File: src/rtl/card_shuffler.sv
// Sequential Fisher-Yates deck shuffler: one swap per clock, start/busy/done handshake.
// Optional pair-count self-check is enabled by defining SHUFFLE_CHECK_EN.
module card_shuffler #(
    parameter int                NUM_PAIRS = 8,
    parameter int                SYM_W     = 3,
    parameter int                CARD_W    = 5,
    parameter int                LFSR_W    = 8,
    parameter logic [LFSR_W-1:0] LFSR_TAPS = 8'hB8
) (
    input  logic                                  clk,
    input  logic                                  rst,
    input  logic                                  start,
    input  logic [LFSR_W-1:0]                     seed,
    output logic [2*NUM_PAIRS-1:0][CARD_W-1:0]    arr_cards,
    output logic                                  busy,
    output logic                                  done
`ifdef SHUFFLE_CHECK_EN
    ,
    output logic                                  err
`endif
);

    localparam int N      = 2 * NUM_PAIRS;
    localparam int IDX_W  = $clog2(N);
    localparam int STAT_W = CARD_W - SYM_W;
    localparam int PW     = LFSR_W + IDX_W + 1;

    localparam logic [2:0] S_IDLE  = 3'd0;
    localparam logic [2:0] S_LOAD  = 3'd1;
    localparam logic [2:0] S_SWAP  = 3'd2;
    localparam logic [2:0] S_DONE  = 3'd3;
`ifdef SHUFFLE_CHECK_EN
    localparam logic [2:0] S_CHECK = 3'd4;
`endif

    logic [2:0]                   state_q, state_d;
    logic [LFSR_W-1:0]            lfsr_q, lfsr_d;
    logic [SYM_W-1:0]             pool_q [N];
    logic [SYM_W-1:0]             pool_d [N];
    logic [IDX_W-1:0]             idx_q, idx_d;
    logic [N-1:0][CARD_W-1:0]     cards_q, cards_d;
    logic                         busy_q, busy_d;
    logic                         done_q, done_d;
`ifdef SHUFFLE_CHECK_EN
    logic                         err_q, err_d;
    logic [SYM_W-1:0]             chk_q, chk_d;
    logic [IDX_W:0]               sym_cnt;
`endif

    logic                         fb;
    logic [LFSR_W-1:0]            lfsr_nx;
    logic [PW-1:0]                mul_a, mul_b, prod;
    logic [IDX_W-1:0]             j;

    // Multiply-high maps the fresh LFSR word onto 0..i without a modulo.
    always_comb begin
        fb      = ^(lfsr_q & LFSR_TAPS);
        lfsr_nx = {lfsr_q[LFSR_W-2:0], fb};
        mul_a   = PW'(lfsr_nx);
        mul_b   = PW'(idx_q) + PW'(1);
        prod    = mul_a * mul_b;
        j       = IDX_W'(prod >> LFSR_W);
    end

`ifdef SHUFFLE_CHECK_EN
    always_comb begin
        sym_cnt = '0;
        for (int unsigned k = 0; k < N; k++) begin
            if (cards_q[k][CARD_W-1 -: SYM_W] == chk_q) begin
                sym_cnt = sym_cnt + (IDX_W+1)'(1);
            end
        end
    end
`endif

    always_comb begin
        state_d = state_q;
        lfsr_d  = lfsr_q;
        pool_d  = pool_q;
        idx_d   = idx_q;
        cards_d = cards_q;
        busy_d  = busy_q;
        done_d  = done_q;
`ifdef SHUFFLE_CHECK_EN
        err_d   = err_q;
        chk_d   = chk_q;
`endif
        case (state_q)
            S_IDLE, S_DONE: begin
                if (start) begin
                    // Seed is captured here so later seed changes cannot affect this run.
                    lfsr_d  = (seed == '0) ? '1 : seed;
                    state_d = S_LOAD;
                    busy_d  = 1'b1;
                    done_d  = 1'b0;
`ifdef SHUFFLE_CHECK_EN
                    err_d   = 1'b0;
`endif
                end
            end
            S_LOAD: begin
                for (int unsigned k = 0; k < N; k++) begin
                    pool_d[k] = SYM_W'(k / 2);
                end
                idx_d   = IDX_W'(N - 1);
                state_d = S_SWAP;
            end
            S_SWAP: begin
                lfsr_d        = lfsr_nx;
                pool_d[idx_q] = pool_q[j];
                pool_d[j]     = pool_q[idx_q];
                idx_d         = idx_q - IDX_W'(1);
                if (idx_q == IDX_W'(1)) begin
                    for (int unsigned k = 0; k < N; k++) begin
                        cards_d[k] = {pool_d[k], {STAT_W{1'b0}}};
                    end
`ifdef SHUFFLE_CHECK_EN
                    chk_d   = '0;
                    state_d = S_CHECK;
`else
                    state_d = S_DONE;
                    busy_d  = 1'b0;
                    done_d  = 1'b1;
`endif
                end
            end
`ifdef SHUFFLE_CHECK_EN
            S_CHECK: begin
                if (sym_cnt != (IDX_W+1)'(2)) begin
                    err_d = 1'b1;
                end
                chk_d = chk_q + SYM_W'(1);
                if (chk_q == SYM_W'(NUM_PAIRS - 1)) begin
                    state_d = S_DONE;
                    busy_d  = 1'b0;
                    done_d  = 1'b1;
                end
            end
`endif
            default: state_d = S_IDLE;
        endcase
    end

    always_ff @(posedge clk or posedge rst) begin
        if (rst) begin
            state_q <= S_IDLE;
            lfsr_q  <= '0;
            pool_q  <= '{default: '0};
            idx_q   <= '0;
            cards_q <= '0;
            busy_q  <= 1'b0;
            done_q  <= 1'b0;
`ifdef SHUFFLE_CHECK_EN
            err_q   <= 1'b0;
            chk_q   <= '0;
`endif
        end else begin
            state_q <= state_d;
            lfsr_q  <= lfsr_d;
            pool_q  <= pool_d;
            idx_q   <= idx_d;
            cards_q <= cards_d;
            busy_q  <= busy_d;
            done_q  <= done_d;
`ifdef SHUFFLE_CHECK_EN
            err_q   <= err_d;
            chk_q   <= chk_d;
`endif
        end
    end

    assign arr_cards = cards_q;
    assign busy      = busy_q;
    assign done      = done_q;
`ifdef SHUFFLE_CHECK_EN
    assign err       = err_q;
`endif

endmodule

File: config.mk
export PLATFORM = sky130hd
export DESIGN_NAME = card_shuffler
export DESIGN_NICKNAME = d
export VERILOG_FILES = /design/src/rtl/card_shuffler.sv
export SDC_FILE = /design/constraint.sdc
export NUM_CORES = 1
export LEC_CHECK = 0
export CAP_MARGIN = 15
export CORE_ASPECT_RATIO = 1.25
export CORE_MARGIN = 3
export CORE_UTILIZATION = 49
export CTS_BUF_LIST = sky130_fd_sc_hd__clkbuf_8
export DETAILED_ROUTE_END_ITERATION = 6
export PLACE_DENSITY = 0.75
export SLEW_MARGIN = 20
export SYNTH_ARGS = -nofsm -noshare
export SYNTH_HDL_FRONTEND = slang
export SYNTH_SLANG_ARGS = --single-unit
File: constraint.sdc
create_clock -name clk -period 15.8 [get_ports clk]
set_input_delay 1.58 -clock clk [delete_from_list [all_inputs] [get_ports clk]]
set_output_delay 1.58 -clock clk [all_outputs]
set_load 0.01 [all_outputs]
# == Word-level counts from Yosys, hierarchy flattened ==
# Cells that the tools add are included.
# classes
n_lt_le_gt_ge,4
n_reduce_logical,12
mul,1
n_eq_ne,6
n_mux,26
n_addsub,2
bitwise_logic,2
# op_table
operator,n
48-bit bitwise mux,2
48-bit one-hot mux with 2 select lines,1
3-bit binary-select mux with 4-bit select,2
3-bit demux with 4-bit select,2
3-bit 2-to-1 mux,8
8-bit 2-to-1 mux,2
8-bit one-hot mux with 2 select lines,1
8-bit by 5-bit multiplier with 12-bit output,1
"5-bit greater-or-equal comparator, second input constant",2
"5-bit by 1-bit < comparator with 1-bit output, second input constant",2
4-bit inverter with 5-bit output,2
3-bit one-hot mux with 3 select lines,1
8-bit logical NOT,1
4-bit one-hot mux with 2 select lines,1
8-bit parity,1
"3-bit by 2-bit == test with 1-bit output, second input constant",2
2-bit AND reduction,3
"4-bit by 1-bit adder with 5-bit output, second input constant",1
"4-bit by 1-bit == test with 1-bit output, second input constant",1
1-bit 2-to-1 mux,4
"2-bit inequality test, second input constant",2
1-bit one-hot mux with 2 select lines,2
2-bit nonzero test,2
"4-bit by 1-bit subtractor with 4-bit output, second input constant",1
5 further kinds,6
# word_totals
regBits,113
word_cells,90
output_inout_bits,82
inputBits,11

# == Logic depth before layout (Yosys ltp) ==
# Gate-level depths: netlist of the first run.
# logic_depth
word_depth,9
ltp_mapped,25
mapped_depth_nobuf,19

# == Worst setup path after synthesis of the first run ==
# No wires, ideal clock.
# synth_timing
kind,register -> register
startpoint,register idx_q[1]
endpoint,"register cards_q, in the netlist arr_cards[2]"
n_path_buf,4
path_stages_with_launch,23
required_ns,15.705
period_less_slack_ns,5.821
slack_ns,9.979
setup_ns,0.095
arrival_ns,5.726
cell_sequence,dfrtp_1 -> clkbuf_1 -> clkbuf_1 -> nand3_1 -> xor2_1 -> nor2b_1 -> fa_1 -> fa_1 -> inv_1 -> fa_1 -> inv_1 -> ha_1 -> a21oi_1 -> o21ai_0 -> a211oi_2 -> buf_6 -> mux2i_1 -> o21ai_0 -> or3_1 -> buf_2 -> and2_0 -> o221a_1 -> o31ai_1
# synth_between
elab_chain_len,8
word_cells_on_any_way,24
cone_classes,add/sub (1); mul (1); order compare (4); eq/ne (1); mux (12); bitwise (2); reduce/logical (3)
# synth_rtl
element,line_no,rtl
"start, declared",40,"logic [IDX_W-1:0] idx_q, idx_d;"
"start signal, assigned",161,idx_q <= idx_d;
4-bit by 1-bit adder with 5-bit output,60,mul_b = PW'(idx_q) + PW'(1);
8-bit by 5-bit multiplier with 12-bit output,61,prod = mul_a * mul_b;
4-bit inverter with 5-bit output (implied by the code),"110, 111",
"5-bit greater-or-equal comparator (implied by the code), or another cell as far along",111,pool_d[j] = pool_q[idx_q];
1-bit logical AND (implied by the code) / 3-bit 2-to-1 mux (equally long branches),"111, 110",
3-bit 2-to-1 mux (on tied branches),"111, 110",
3-bit demux with 4-bit select / 48-bit bitwise mux (equally long branches),"111, 110",
48-bit bitwise mux,111,
"end signal, assigned",162,cards_q <= cards_d;
"end, declared",41,"logic [N-1:0][CARD_W-1:0] cards_q, cards_d;"
# Several ways; a longest one is shown, not always the timed one. The select of a mux whose other input is x is not followed.
# A chain may end at the register's enable or synchronous reset.

# == Final worst setup path of the first run ==
# layout_timing
startpoint,register idx_q[1]
endpoint,"register cards_q, in the netlist arr_cards[18]"
# Same word-level chain as after synthesis.

==> results of run 1 <==
cells by family after synthesis:
group,Yosys count,share of synthesized area (%)
AO/OA/AOI/OAI,296,21.5
XOR/XNOR,16,2.22
adder cells (fa/ha/maj),41,7.16
buffers and inverters,148,8.56
flip-flops,112,31.7
multiplexers,74,10.5
other,1,0.0424
AND/OR/NAND/NOR,357,18.3
path summary, 6_finish.rpt:
path | from | endpoint | depth (start not counted)
min in group asynchronous | rst | arr_cards[4] | 2
hold / removal | arr_cards[74] | arr_cards[74] | 2
hold reg to reg | arr_cards[74] | arr_cards[74] | 2
setup / recovery | idx_q[1] | arr_cards[18] | 19
max in group asynchronous | rst | arr_cards[77] | 3
setup reg to reg | idx_q[1] | arr_cards[18] | 19
flip-flops by register name, summed over array words and instances (netlist names):
signal / flops
arr_cards: 48
idx_q: 4
busy: 1
done: 1
lfsr_q: 8
pool_q: 48
state_q: 2
layer usage:
layer  wire length [microns]  vias to the layer above  share of wire [%]  global-route usage (%)
met2                   12800                      479                 46                    44.9
met5                       0                        -                  0                       0
met3                    2060                      125                7.4                    4.57
met4                    1940                        0                7.0                    17.5
met1                   11000                     3911                 39                    36.6
li1                        -                     3699                  -                       -
cells in the final DEF, fill, tap and decap left out, types with 4 or more instances in the layout:
| cell type | synthesis | routed |
|---|---|---|
| and2_1 | 19 | 19 |
| inv_1 | 41 | 40 |
| mux2i_1 | 50 | 50 |
| xnor2_2 | 3 | 4 |
| nand3_1 | 29 | 28 |
| a31oi_1 | 30 | 30 |
| or2_2 | 4 | 4 |
| a21oi_1 | 47 | 46 |
| a211oi_1 | 15 | 15 |
| a22oi_1 | 12 | 12 |
| nor2b_1 | 11 | 11 |
| mux2_2 | 10 | 10 |
| buf_4 | 36 | 14 |
| conb_1 | 1 | 32 |
| clkdlybuf4s50_1 | 0 | 60 |
| and3_1 | 14 | 14 |
| clkbuf_8 | 0 | 10 |
| o21bai_1 | 6 | 6 |
| xor2_1 | 6 | 5 |
| nor2_1 | 76 | 74 |
| nand2b_1 | 14 | 14 |
| a32oi_1 | 7 | 7 |
| o22ai_1 | 18 | 18 |
| o221ai_1 | 6 | 6 |
| o21ai_1 | 9 | 9 |
| mux4_2 | 14 | 14 |
| nand2_1 | 139 | 139 |
| o31ai_1 | 19 | 19 |
| ha_1 | 25 | 24 |
| fa_1 | 16 | 16 |
| or3_1 | 7 | 7 |
| o21ai_0 | 88 | 88 |
| nor3_1 | 36 | 36 |
| dfrtp_1 | 112 | 112 |
final cells by class:
| class | count | area [sq um] |
|---|---|---|
| Clock buffer | 10 | 138 |
| Clock inverter | 6 | 76.3 |
| Fill cell | 1641 | 7940 |
| Inverter | 45 | 171 |
| Multi-Input combinational cell | 816 | 5450 |
| Sequential cell | 112 | 2800 |
| Tap cell | 224 | 280 |
| Timing Repair Buffer | 74 | 706 |
stage by stage:
stage / util, % / setup slack, ns / instances
after floorplan: - / 9.98 / 1076
after global placement: 53.5 / 8.76 / 1271
after detailed placement: 53.5 / 8.50 / 1271
after CTS: 54.8 / 8.50 / 1287
after global routing: 54.8 / 7.92 / 1287
final: 54.8 / 8.34 / 1287
tightest hold or removal path: stages (launching register included):
cell,delay [ns]
dfrtp_1,0.36
nand2_1,0.05
o21ai_0,0.06
Yosys cell counts (all sizes together) (4+ instances only):
cell    number  area (sq um)
nand2      139           522
nand3       29           145
and2        21           134
xor2         8          85.1
nand2b      14          87.6
a22oi       13           103
mux2i       50           500
and3        14          87.6
o221ai       6          52.6
nor2        76           285
or2          4          25.0
inv         42           158
fa          16           320
or3          7          43.8
mux2        10           113
o22ai       18           113
o21ai       98           502
buf         59           422
a31oi       30           188
dfrtp      112          2800
nor3        36           180
mux4        14           315
a32oi        7          61.3
o21bai       6          45.0
a211oi      16           125
nor2b       11          68.8
ha          25           313
o31ai       19           143
xnor2        8           111
clkbuf      44           166
a21oi       48           244
==> results.py, run 1 <==
metrics = {
    "status": {
        "status": "complete, no violations",
    },
    "cts": {
        "cts_tree": "built",
        "post_cts_buffers": 0,
        "htree_num_levels": 3,
        "cts.repair.resized": 0,
        "clk_pin_slew_ns": 0.12,
        "cts_sinks": 112,
        "numCtsBuffers": 9,
        "clock_latency_ns": 0.40,
        "hold_buffers": 0,
        "root_buffer": "clkbuf_8",
        "cts.path.max_buffers": 2,
    },
    "layout": {
        "final_area_sq_um": 9630,
        "nNetsFinal": 1110,
        "drive_gt1_share_pct": 7.62,
        "area.growth.synth_to_final_pct": 8.81,
        "diodes": 0,
    },
    "floorplan": {
        "die_w_microns": 126,
        "core_sq_um": 17600,
        "rows": 54,
        "chipHeight_microns": 156,
        "initial_core_util_pct": 50.4,
        "fp.dieArea_sq_um": 19700,
        "ios": 93,
    },
    "sta": {
        "fin_tns_setup_ns": 0,
        "setup_viol": 0,
        "min_period_ns": 7.46,
        "finalHoldViolations": 0,
        "worst_pin_slew_ns": 0.969,
        "fin_skew_ns": 0.0193,
        "drv_slew": 0,
        "max_slew_margin_pct": 35.3,
        "whs_ns": 0.490,
        "rsz0062_at_grt": "no",
        "finalCritPeriodShare_pct": 47.2,
        "fmaxAchievable_ghz": 0.134,
    },
    "global_routing": {
        "grt_pass1_vias": 8093,
        "gr-total-overflow": 0,
        "grt_max_degree": 61,
        "grt_pass1_wl_mm": 44.7,
        "antenna_found_initial": 0,
        "groute.usage.overall_pct": 28.4,
    },
    "routing": {
        "postRouteAntennaNets": 0,
        "drc": 0,
        "viasPerCell": 6.38,
        "avgRoutedWirePerCell_microns": 21.6,
        "first_pass_iters": 5,
        "routed_wl_mm": 27.8,
        "vias": 8214,
        "drt_iter0_drc": 930,
    },
    "critical_path": {
        "r2r_slack_ns": 8.34,
        "path_buf_inv": 3,
        "critPathTopFamily": "adder cells",
        "path_common_cell": "fa_1",
        "crit_fanout": 37,
        "path_class": "flip-flop to flip-flop",
        "end_kind": "flip-flop",
        "startpoint_type": "flip-flop",
        "required_ns": 16.07,
        "crit_path_top_delay_cell": "dfrtp_1",
        "critical_path.cell_chain": "ha_1 -> xor2_1 -> and2_1 -> fa_1 -> fa_1 -> inv_1 -> fa_1 -> inv_1 -> ha_1 -> a21oi_1 -> o21ai_0 -> a211oi_4 -> buf_4 -> o21ai_4 -> xor2_2 -> a211o_1 -> a211oi_1 -> a2111oi_0 -> o21ai_0",
        "cp.arrival_ns": 7.73,
        "cp_slowest_stage_delay_ns": 0.88,
    },
    "logic_synthesis": {
        "synth_edf_count": 0,
        "syn_area_sq_um": 8850,
        "avgSynthCellArea_sq_um": 8.47,
        "ys_ff_latch": 112,
        "ys_seq_area_share_pct": 31.7,
        "postSynthCellCount": 1045,
        "synth.distinct_cells": 74,
        "synthFlopType": "dfrtp_1",
        "ys.warnings.count": 0,
        "async_reset_ff_share_pct": 100,
    },
    "placement": {
        "io_buffer_count": 60,
        "place_congestion": 1.00,
        "place_area_sq_um": 9410,
        "dp_hpwl_mm": 19.5,
    },
    "flow_run": {
        "maxCapViolCount": 0,
    },
    "min_path": {
        "hold_path_class": "flip-flop to flip-flop",
    },
}
Power of run 1 is not shown: default switching activity piles up to over one toggle a cycle in this logic, so the estimate is an artifact.
==> run 2: changes to the inputs <==
clock period = 7.3 ns   (was 15.8 ns; I/O delays follow)
==> results.py, run 2 (same netlist as run 1, synthesis figures left out) <==
metrics = {
    "floorplan": {
        "fp.dieArea_sq_um": 19700,
        "chipHeight_microns": 156,
        "core_sq_um": 17600,
        "die_w_microns": 126,
        "rows": 54,
        "ios": 93,
        "initial_core_util_pct": 50.4,
    },
    "layout": {
        "stdcell_count": 1294,
        "most-common-layout-cells": "nand2_1 (139), dfrtp_1 (112), o21ai_0 (88), nor2_1 (74), clkdlybuf4s50_1 (60)",
        "drive_gt1_share_pct": 8.13,
        "final_common_cell": "nand2_1",
        "diodes": 0,
        "fill_cells": 1631,
        "area.growth.synth_to_final_pct": 9.49,
        "nNetsFinal": 1118,
    },
    "sta": {
        "finalHoldViolations": 0,
        "setup_viol": 0,
        "finalCritPeriodShare_pct": 91.3,
        "fin_skew_ns": 0.0111,
        "max_slew_margin_pct": 21.9,
        "fin_tns_setup_ns": 0,
        "fmaxAchievable_ghz": 0.150,
        "drv_slew": 0,
        "min_period_ns": 6.66,
        "rsz0062_at_grt": "no",
        "worst_slack_ns": 0.638,
        "worst_pin_slew_ns": 1.16,
    },
    "status": {
        "status": "complete, no violations",
    },
    "routing": {
        "drt_iter0_drc": 896,
        "first_pass_iters": 6,
        "viasPerCell": 6.40,
        "drc": 0,
        "avgRoutedWirePerCell_microns": 22.0,
        "postRouteAntennaNets": 0,
        "routed_wl_mm": 28.5,
        "vias": 8285,
    },
    "cts": {
        "htree_num_levels": 3,
        "cts.path.max_buffers": 2,
        "cts_tree": "built",
        "cts_sinks": 112,
        "clk_pin_slew_ns": 0.10,
        "post_cts_buffers": 0,
        "clock_latency_ns": 0.39,
        "hold_buffers": 0,
        "numCtsBuffers": 9,
        "root_buffer": "clkbuf_8",
        "cts.repair.resized": 0,
    },
    "global_routing": {
        "gr-total-overflow": 0,
        "grt_max_degree": 64,
        "antenna_found_initial": 0,
        "grt_pass1_wl_mm": 45.2,
        "groute.usage.overall_pct": 29.1,
        "grt_pass1_vias": 8206,
    },
    "min_path": {
        "hold_path_class": "flip-flop to flip-flop",
        "min_from": "arr_cards[43]",
    },
    "critical_path": {
        "startpoint_type": "flip-flop",
        "cp_slowest_stage_delay_ns": 0.55,
        "crit_fanout": 34,
        "cp.arrival_ns": 6.93,
        "path_class": "flip-flop to flip-flop",
        "required_ns": 7.57,
        "crit_path_top_delay_cell": "fa_1",
        "crit_start": "idx_q[0]",
        "end_kind": "flip-flop",
        "path_buf_inv": 4,
        "critical_path.cell_chain": "buf_4 -> nand3_1 -> xor2_1 -> nor2b_1 -> fa_1 -> fa_1 -> inv_1 -> fa_1 -> inv_1 -> ha_1 -> a21oi_1 -> o21ai_0 -> a211oi_4 -> buf_4 -> mux2_2 -> a221oi_1 -> mux2i_1 -> mux2_2 -> a31oi_1 -> o21ai_0",
        "critPathTopFamily": "adder cells",
        "path_common_cell": "fa_1",
        "r2r-start": "idx_q[0]",
    },
    "placement": {
        "io_buffer_count": 60,
        "dp_hpwl_mm": 20.2,
        "dp.cells": 1278,
        "dp_slack_ns": 0.640,
        "place_congestion": 1.04,
    },
    "flow_run": {
        "maxCapViolCount": 0,
    },
}
## run 2: final cells by class
cell class / count / area, sq um / share of cell area (%)
Clock buffer: 11 / 151 / 1.56
Tap cell: 224 / 280 / 2.89
Sequential cell: 112 / 2800 / 28.9
Clock inverter: 4 / 52.6 / 0.543
Multi-Input combinational cell: 816 / 5450 / 56.3
Inverter: 45 / 171 / 1.77
Timing Repair Buffer: 82 / 778 / 8.04
## run 2: through the flow
step / util (%) / hold WS, ns / cell area [sq um]
after CTS: 55.0 / 0.495 / 9660
after global placement: 53.8 / 0.463 / 9460
after global routing: 55.1 / 0.518 / 9690
final: 55.1 / 0.486 / 9690
after floorplan: - / 0.470 / 8960
after detailed placement: 53.8 / 0.471 / 9460
## run 2: worst reg2reg max path, cell delays in order, from the launching register on
cell and delay [ns]:
dfrtp_1 0.37, buf_4 0.31, nand3_1 0.13, xor2_1 0.51
nor2b_1 0.14, fa_1 0.54, fa_1 0.55, inv_1 0.05
fa_1 0.53, inv_1 0.04, ha_1 0.31, a21oi_1 0.15
o21ai_0 0.17, a211oi_4 0.35, buf_4 0.48, mux2_2 0.46
a221oi_1 0.32, mux2i_1 0.12, mux2_2 0.51, a31oi_1 0.37
o21ai_0 0.13
## run 2: path summary, 6_finish.rpt
kind,to,slack (ns),cells after the start
min in group asynchronous,done,0.78,2
worst min-delay path,arr_cards[43],0.49,2
worst max register to register,arr_cards[69],0.64,20
worst min register to register,arr_cards[43],0.49,2
worst max-delay path,arr_cards[69],0.64,20
max in group asynchronous,pool_q[20],5.25,3
## run 2: routing by layer
metal | vias up | share of wire [%] | GRT usage [%]
met2 | 491 | 47 | 47.4
met4 | 0 | 6.9 | 18.8
met5 | - | 0 | 0
met3 | 134 | 8.2 | 5.12
met1 | 3945 | 38 | 35.8
li1 | 3715 | - | -
Power of run 2 is left out for the same reason.
==> run 3: changes to the inputs <==
ABC_AREA = 0   (was default)
clock period = 7.59 ns   (was 7.3 ns; I/O delays follow)
==> results.py, run 3 (same netlist as run 1, synthesis figures left out) <==
metrics = {
    "status": {
        "status": "complete, no violations",
    },
    "sta": {
        "finalHoldViolations": 0,
        "whs_ns": 0.488,
        "fin_skew_ns": 0.0181,
        "rsz0062_at_grt": "no",
        "worst_pin_slew_ns": 1.01,
        "drv_slew": 0,
        "fin_tns_setup_ns": 0,
        "finalCritPeriodShare_pct": 90.0,
        "max_slew_margin_pct": 32.2,
        "setup_viol": 0,
        "fmaxAchievable_ghz": 0.146,
        "min_period_ns": 6.83,
    },
    "critical_path": {
        "cp.arrival_ns": 7.11,
        "path_class": "flip-flop to flip-flop",
        "required_ns": 7.88,
        "startpoint_type": "flip-flop",
        "crit_fanout": 25,
        "end_kind": "flip-flop",
    },
    "floorplan": {
        "ios": 93,
        "fp.dieArea_sq_um": 19700,
        "die_w_microns": 126,
        "core_sq_um": 17600,
        "chipHeight_microns": 156,
        "rows": 54,
        "initial_core_util_pct": 50.4,
    },
    "flow_run": {
        "maxCapViolCount": 0,
    },
    "routing": {
        "routed.top_layer": "met4",
        "first_pass_iters": 6,
        "postRouteAntennaNets": 0,
        "routed_wl_mm": 28.0,
        "drc": 0,
        "met1Wirelength_mm": 10.7,
        "drt_iter0_drc": 945,
        "wl_met2_mm": 13.5,
        "vias": 8263,
        "avgRoutedWirePerCell_microns": 21.7,
        "wl_met3_mm": 2.14,
        "viasPerCell": 6.38,
    },
    "global_routing": {
        "groute.usage.overall_pct": 28.9,
        "grt_pass1_wl_mm": 45.2,
        "grt_max_degree": 59,
        "antenna_found_initial": 0,
        "gr-total-overflow": 0,
        "grt_pass1_vias": 8208,
    },
    "cts": {
        "root_buffer": "clkbuf_8",
        "numCtsBuffers": 9,
        "cts_sinks": 112,
        "hold_buffers": 0,
        "cts.repair.resized": 0,
        "cts_tree": "built",
        "cts.path.max_buffers": 2,
        "htree_num_levels": 3,
        "clock_latency_ns": 0.42,
        "post_cts_buffers": 0,
        "clk_pin_slew_ns": 0.11,
    },
    "placement": {
        "dp.cells": 1279,
        "place_congestion": 0.985,
        "io_buffer_count": 60,
        "dp_hpwl_mm": 19.8,
    },
    "layout": {
        "final_util_pct": 55.0,
        "fill_cells": 1670,
        "area.growth.synth_to_final_pct": 9.32,
        "nNetsFinal": 1118,
        "drive_gt1_share_pct": 8.03,
        "stdcell_count": 1295,
        "diodes": 0,
        "most-common-layout-cells": "nand2_1 (139), dfrtp_1 (112), o21ai_0 (88), nor2_1 (74), clkdlybuf4s50_1 (60)",
        "final_common_cell": "nand2_1",
    },
    "min_path": {
        "hold_path_class": "flip-flop to flip-flop",
    },
}
-- run 3: changes by cell type in the layout (fill, tap and decap cells not counted), sizes merged --
cell / before / now
inv: 43 / 45
clkinvlp: 0 / 1
clkbuf: 11 / 9
-- run 3: cell type report --
type	count	area (sq um)	area share (%)
Clock buffer	9	124	1.28
Clock inverter	7	81.3	0.841
Inverter	45	171	1.77
Multi-Input combinational cell	816	5450	56.3
Sequential cell	112	2800	29.0
Tap cell	224	280	2.90
Timing Repair Buffer	82	766	7.92
-- run 3: layer usage --
metal	up-vias	global-route usage, %
li1	3723	-
met5	-	0
met4	0	17.6
met2	483	47.2
met3	110	4.81
met1	3947	36.1
-- run 3: critical path, stage by stage (launching register included) --
cell and delay [ns]:
dfrtp_1 0.35, buf_4 0.26, ha_1 0.41, xor2_1 0.51, and2_1 0.23, fa_1 0.44, fa_1 0.55, inv_1 0.05
fa_1 0.54, inv_1 0.05, ha_1 0.31, a21oi_1 0.14, o21ai_0 0.16, a211oi_4 0.19, buf_4 0.28, buf_4 0.37
mux2_2 0.46, a221oi_1 0.32, mux2i_1 0.11, mux2_2 0.49, a311oi_1 0.34, o22ai_1 0.12
-- run 3: final timing paths --
| kind | start | endpoint | slack (ns) | depth (start not counted) |
|---|---|---|---|---|
| worst max-delay path | idx_q[1] | pool_q[2] | 0.76 | 21 |
| worst min-delay path | arr_cards[59] | arr_cards[59] | 0.49 | 2 |
| worst max register to register | idx_q[1] | pool_q[2] | 0.76 | 21 |
| worst min register to register | arr_cards[59] | arr_cards[59] | 0.49 | 2 |
| max in group asynchronous | rst | pool_q[19] | 5.55 | 3 |
| min in group asynchronous | rst | done | 0.80 | 2 |
-- run 3: through the flow --
step                setup slack [ns]  area, sq um
CTS                            0.814         9670
floorplan                       1.77         8960
detailed placement             0.813         9470
global route                   0.329         9670
finish                         0.762         9670
global placement                1.05         9470
Power of run 3 is left out for the same reason.
==> patch 1, RTL diff (settings of run 3) <==
`LFSR_W`: 8 -> 12.
--- a/src/rtl/card_shuffler.sv
+++ b/src/rtl/card_shuffler.sv
@@ -4,7 +4,7 @@
     parameter int                NUM_PAIRS = 8,
     parameter int                SYM_W     = 3,
     parameter int                CARD_W    = 5,
-    parameter int                LFSR_W    = 8,
+    parameter int                LFSR_W    = 12,
     parameter logic [LFSR_W-1:0] LFSR_TAPS = 8'hB8
 ) (
     input  logic                                  clk,
Interface: changed (resized seed); port bits go from 93 to 97. No check against the original RTL was run, so the function may have changed too.
==> patch 1 against run 3 <==
  * Routed wire length is essentially flat
  * Cell count grew 5.0%
  * Sequential cell count grew 3
  * Synthesized area grew 4.9%
  * Final area grew 6.5%
  * Count of clock-buffer cells in the layout grew 10
  * Hold slack lost 7.5 ps
  * Setup slack lost 21 ps
  * Critical endpoint is now pool_q[38]
  * Highest routed layer unchanged
Power is left out: the tool's default activity adds up to more than one toggle a clock period on the data nets, which glitch-free logic cannot reach.
==> patch 1: results (changes against run 3) <==
| Metric | Value |
|---|---|
| Status | completed |
| M3 GR Usage | 4.784% (-0.030 points) |
| Clk slew on worst S/H paths | 80 ps (-30 ps) |
| Layout Cells excl Fill | 1360 (+5.0%) |
| Worst EP arrival | 7180 ps (+70 ps) |
| Vias in the first global route | 8381 (+2.1%) |
| Synth Area in XOR/XNOR | 1.376% (-0.85 points) |
| Yosys cell types | 75 (+1.4%) |
| Final net count | 1191 (+6.5%) |
| Met1 track demand over resource | 35.05% (-1.1 points) |
| Clk_buf instances | 19 (+10) |
| Metal-1 WL | 10680 um (-0.12%) |
| Worst hold start | arr_cards[22] |
| Multi-In Gates | 832 (+2.0%) |
| ClkCell Share | 3.791% (+1.7 points) |
| First-pass GRT wire length | 44740 um (-1.1%) |
| Worst slew pin tran | 1038 ps (+24.21 ps) |
| Area of the multi-input gates | 5685 um2 (+4.4%) |
| Compound-Gate Fraction of Synth Area | 23.37% (+1.9 points) |
| Post-synthesis mux area share | 5.664% (-4.8 points) |
| Fill cell count | 1629 (-2.5%) |
| Adder and majority gate portion of the synthesized area | 9.953% (+2.8 points) |
| Critical path destination | pool_q[38] |
| H-tree levels | 4 (+1) |
| Repair and plain buffers | 86 (+4.9%) |
| Synthesis-to-layout area growth | 11.00% |
| Initial DRC Count | 953 (+0.85%) |
| Fraction of area in multi-input gates | 55.21% (-1.1 points) |
| GPL Wtd Cong | 0.9823 (-0.31%) |
| Final WS setup | 741.1 ps (-21.15 ps) |
| Met3 WL | 2328 um (+8.6%) |
| Placed insts | 1328 (+3.8%) |
| Synth Area per Inst | 8.512 um2 (+0.55%) |
| NonClk Buf Share | 7.824% (-0.094 points) |
| GR Util met2 | 43.09% (-4.1 points) |
| Later-pin clock latency in the skew report | 460 ps (+40 ps) |
| Worst-path fanout max | 18 (-28%) |
| Via density per instance | 6.369 (-0.18%) |
| Register area | 2878 um2 (+2.7%) |
| Post-DP Area | 9908 um2 (+4.7%) |
| Nonclk inv count | 67 (+49%) |
| Layout Utilization | 56.05% (+1.0 points) |
| Final WL | 28060 um (about the same) |
| Largest net degree at the start of global routing | 88 (+49%) |
| TritonCTS Buffers | 17 (+8) |
| Pre-CTS WS | 830.6 ps (+18.04 ps) |
| Seq/Total Area, Yosys | 31.02% (-0.66 points) |
[patch 1: cell count changes after synthesis, moves of 16 or more]
cell and delta:
a31oi_1 +23, a21oi_1 -17, inv_1 +24, nor3_1 -25
o21ai_0 -23, o31ai_1 -16, nand2_1 +27, mux2i_1 -44
[patch 1: worst min-delay path by stage]
stage / to / slack, ps / cells after the start
after floorplan: pool_q[42] / 470 / 2
after global placement: arr_cards[67] / 460 / 2
after detailed placement: arr_cards[44] / 470 / 2
after CTS: arr_cards[22] / 490 / 2
after global routing: arr_cards[74] / 520 / 2
final: arr_cards[22] / 480 / 2
[patch 1: critical path: stages (launching register included)]
cell	delay (ps)
dfrtp_1	380
ha_1	440
xor2_1	610
and2_1	240
fa_1	450
fa_1	550
inv_1	60
fa_1	530
inv_1	40
ha_1	290
a21oi_1	360
o31ai_4	170
or3_1	380
buf_4	200
o21ai_1	250
and2_1	660
nand3_1	420
and3_1	320
o21ai_0	240
o211ai_2	130
==> patch 2, RTL diff (flow settings as in run 3) <==
Made on the original files. Put one more register stage on the output `arr_cards`. The value now appears one clock later. The other outputs are not delayed to match.
--- a/src/rtl/card_shuffler.sv
+++ b/src/rtl/card_shuffler.sv
@@ -169,7 +169,9 @@
         end
     end
 
-    assign arr_cards = cards_q;
+    always_ff @(posedge clk) begin
+        arr_cards <= cards_q;
+    end
     assign busy      = busy_q;
     assign done      = done_q;
 `ifdef SHUFFLE_CHECK_EN
Check against the original RTL: same outputs for any inputs over 10 cycles, from zero or initial values and one cycle with rst high; that may be too few to reach the edited logic, so the function may still have changed.
==> patch 2 against run 3 <==
  * Sequential cell count is 48 higher
  * Sequential share of layout area up 5.7 points
  * Synthesized area rose by 11%
  * Critical endpoint is now pool_q[39]
  * Core utilization up 0.44 points
  * Routed wire length rose by 4.9%
  * Final area is 12% higher
  * Critical path type unchanged
  * Setup slack worse by 340 ps
Power is left out: the tool's default activity adds up to more than one toggle a clock period on the data nets, which glitch-free logic cannot reach.
==> patch 2: results (changes against run 3) <==
| Metric | Value |
|---|---|
| Vias in the first global route | 8261 (+0.65%) |
| Clk slew on worst S/H paths | 90 ps (-20 ps) |
| FFs w/ async S/R, synth | 70.00% (-30 points) |
| Status | completed |
| Antenna cells | 0 (unchanged) |
| Pre-Repair DR Iteration Count | 6 (unchanged) |
| Post-synthesis mux area share | 9.467% (-1.0 points) |
| Worst Reg2Reg Path Length in Cells | 19 (-9.5%) |
| Worst-path fanout max | 36 (+44%) |
| Yosys cell types | 75 (+1.4%) |
| Clk_skew | 17.47 ps (-0.6514 ps) |
| Synth Area in XOR/XNOR | 2.003% (-0.22 points) |
| Setup crit start | idx_q[0] |
| Clock Path Buffers | 2 (unchanged) |
| Later-pin clock latency in the skew report | 490 ps (+70 ps) |
| Routed len/inst | 21.09 um (-2.6%) |
| Worst-case hold path end point | arr_cards[3] |
| Worst hold start | cards_q[3] |
| Family with the most delay on the worst path | adder cells |
| Initial antenna violation count | 0 (unchanged) |
| Mapped Cells | 1093 (+4.6%) |
| Worst Hold Margin | 371.3 ps (-117.1 ps) |
| Pre-CTS WS | 561.0 ps (-251.5 ps) |
| Fraction of layout cells with a size suffix above 1 | 8.496% (+0.47 points) |
| CP max-delay cell | dfrtp_1 |
| Worst EP arrival | 7560 ps (+450 ps) |
| Total global-route track usage | 27.11% (-1.8 points) |
| Worst reg-to-reg setup slack | 420 ps (-340 ps) |
| GPL Wtd Cong | 0.9728 (-1.3%) |
| H-tree levels | 4 (+1) |
| Post-DP Area | 10430 um2 (+10%) |
| Via density per instance | 6.218 (-2.6%) |
| TritonCTS Buffers | 17 (+8) |
| Largest net degree at the start of global routing | 59 (unchanged) |
| Placed insts | 1363 (+6.6%) |
| Vias | 8674 (+5.0%) |
| Compound-Gate Fraction of Synth Area | 19.41% (-2.1 points) |
| Seq/Total Area, Yosys | 38.38% (+6.7 points) |
| Final net count | 1169 (+4.6%) |
| Adder and majority gate portion of the synthesized area | 6.456% (-0.70 points) |
| Worst r2r dst | pool_q[39] |
| Hold Crit Class | register to register |
| CP max stage delay | 670 ps (+120 ps) |
| Initial DRC Count | 995 (+5.3%) |
| Hold path cells | 0 (-2) |
| Area contributors post-synth | dfrtp_1, dfxtp_1, nand2_1, mux2i_1, o21ai_0 |
| Max_slew headroom | 28.89% (-3.3 points) |
| DP HPWL | 20390 um (+2.8%) |
| Min cycle time layout | 7171 ps (+343.6 ps) |
| First-pass GRT wire length | 46290 um (+2.4%) |
| Synth Warn # | 0 (unchanged) |
[patch 2: cell types whose count changed after synthesis, sizes merged]
cell and delta:
dfxtp +48
[patch 2: area by class of cell]
type	instances	area, um2
well taps	265	331.6
inverters	45	171.4
fillers	1811	8697
clock inverters	15	160.2
multi-input cells	816	5455
flip-flops and latches	160	3764
repair buffers	77	728.2
clock buffers	17	234.0
[patch 2: cells by family (layout without fill, tap and decap cells)]
logic type | count (synthesis) | in the layout
and+or+nand+nor | 357 | 357
AOI/OAI and AO/OA | 296 | 296
DFF | 160 | 160
buffers and inverters | 148 | 154
muxes | 74 | 74
adders and majority gates | 41 | 41
xor gates and xnor gates | 16 | 16
other | 1 | 32
[patch 2: per-layer routing]
layer / global-route usage [%] / wire length, um / vias to the layer above
li1: - / - / 3882
met1: 35.24 / 11450 / 4160
met2: 43.43 / 13810 / 510
met3: 4.350 / 2478 / 122
met4: 15.08 / 1690 / 0
met5: 0 / 0 / -
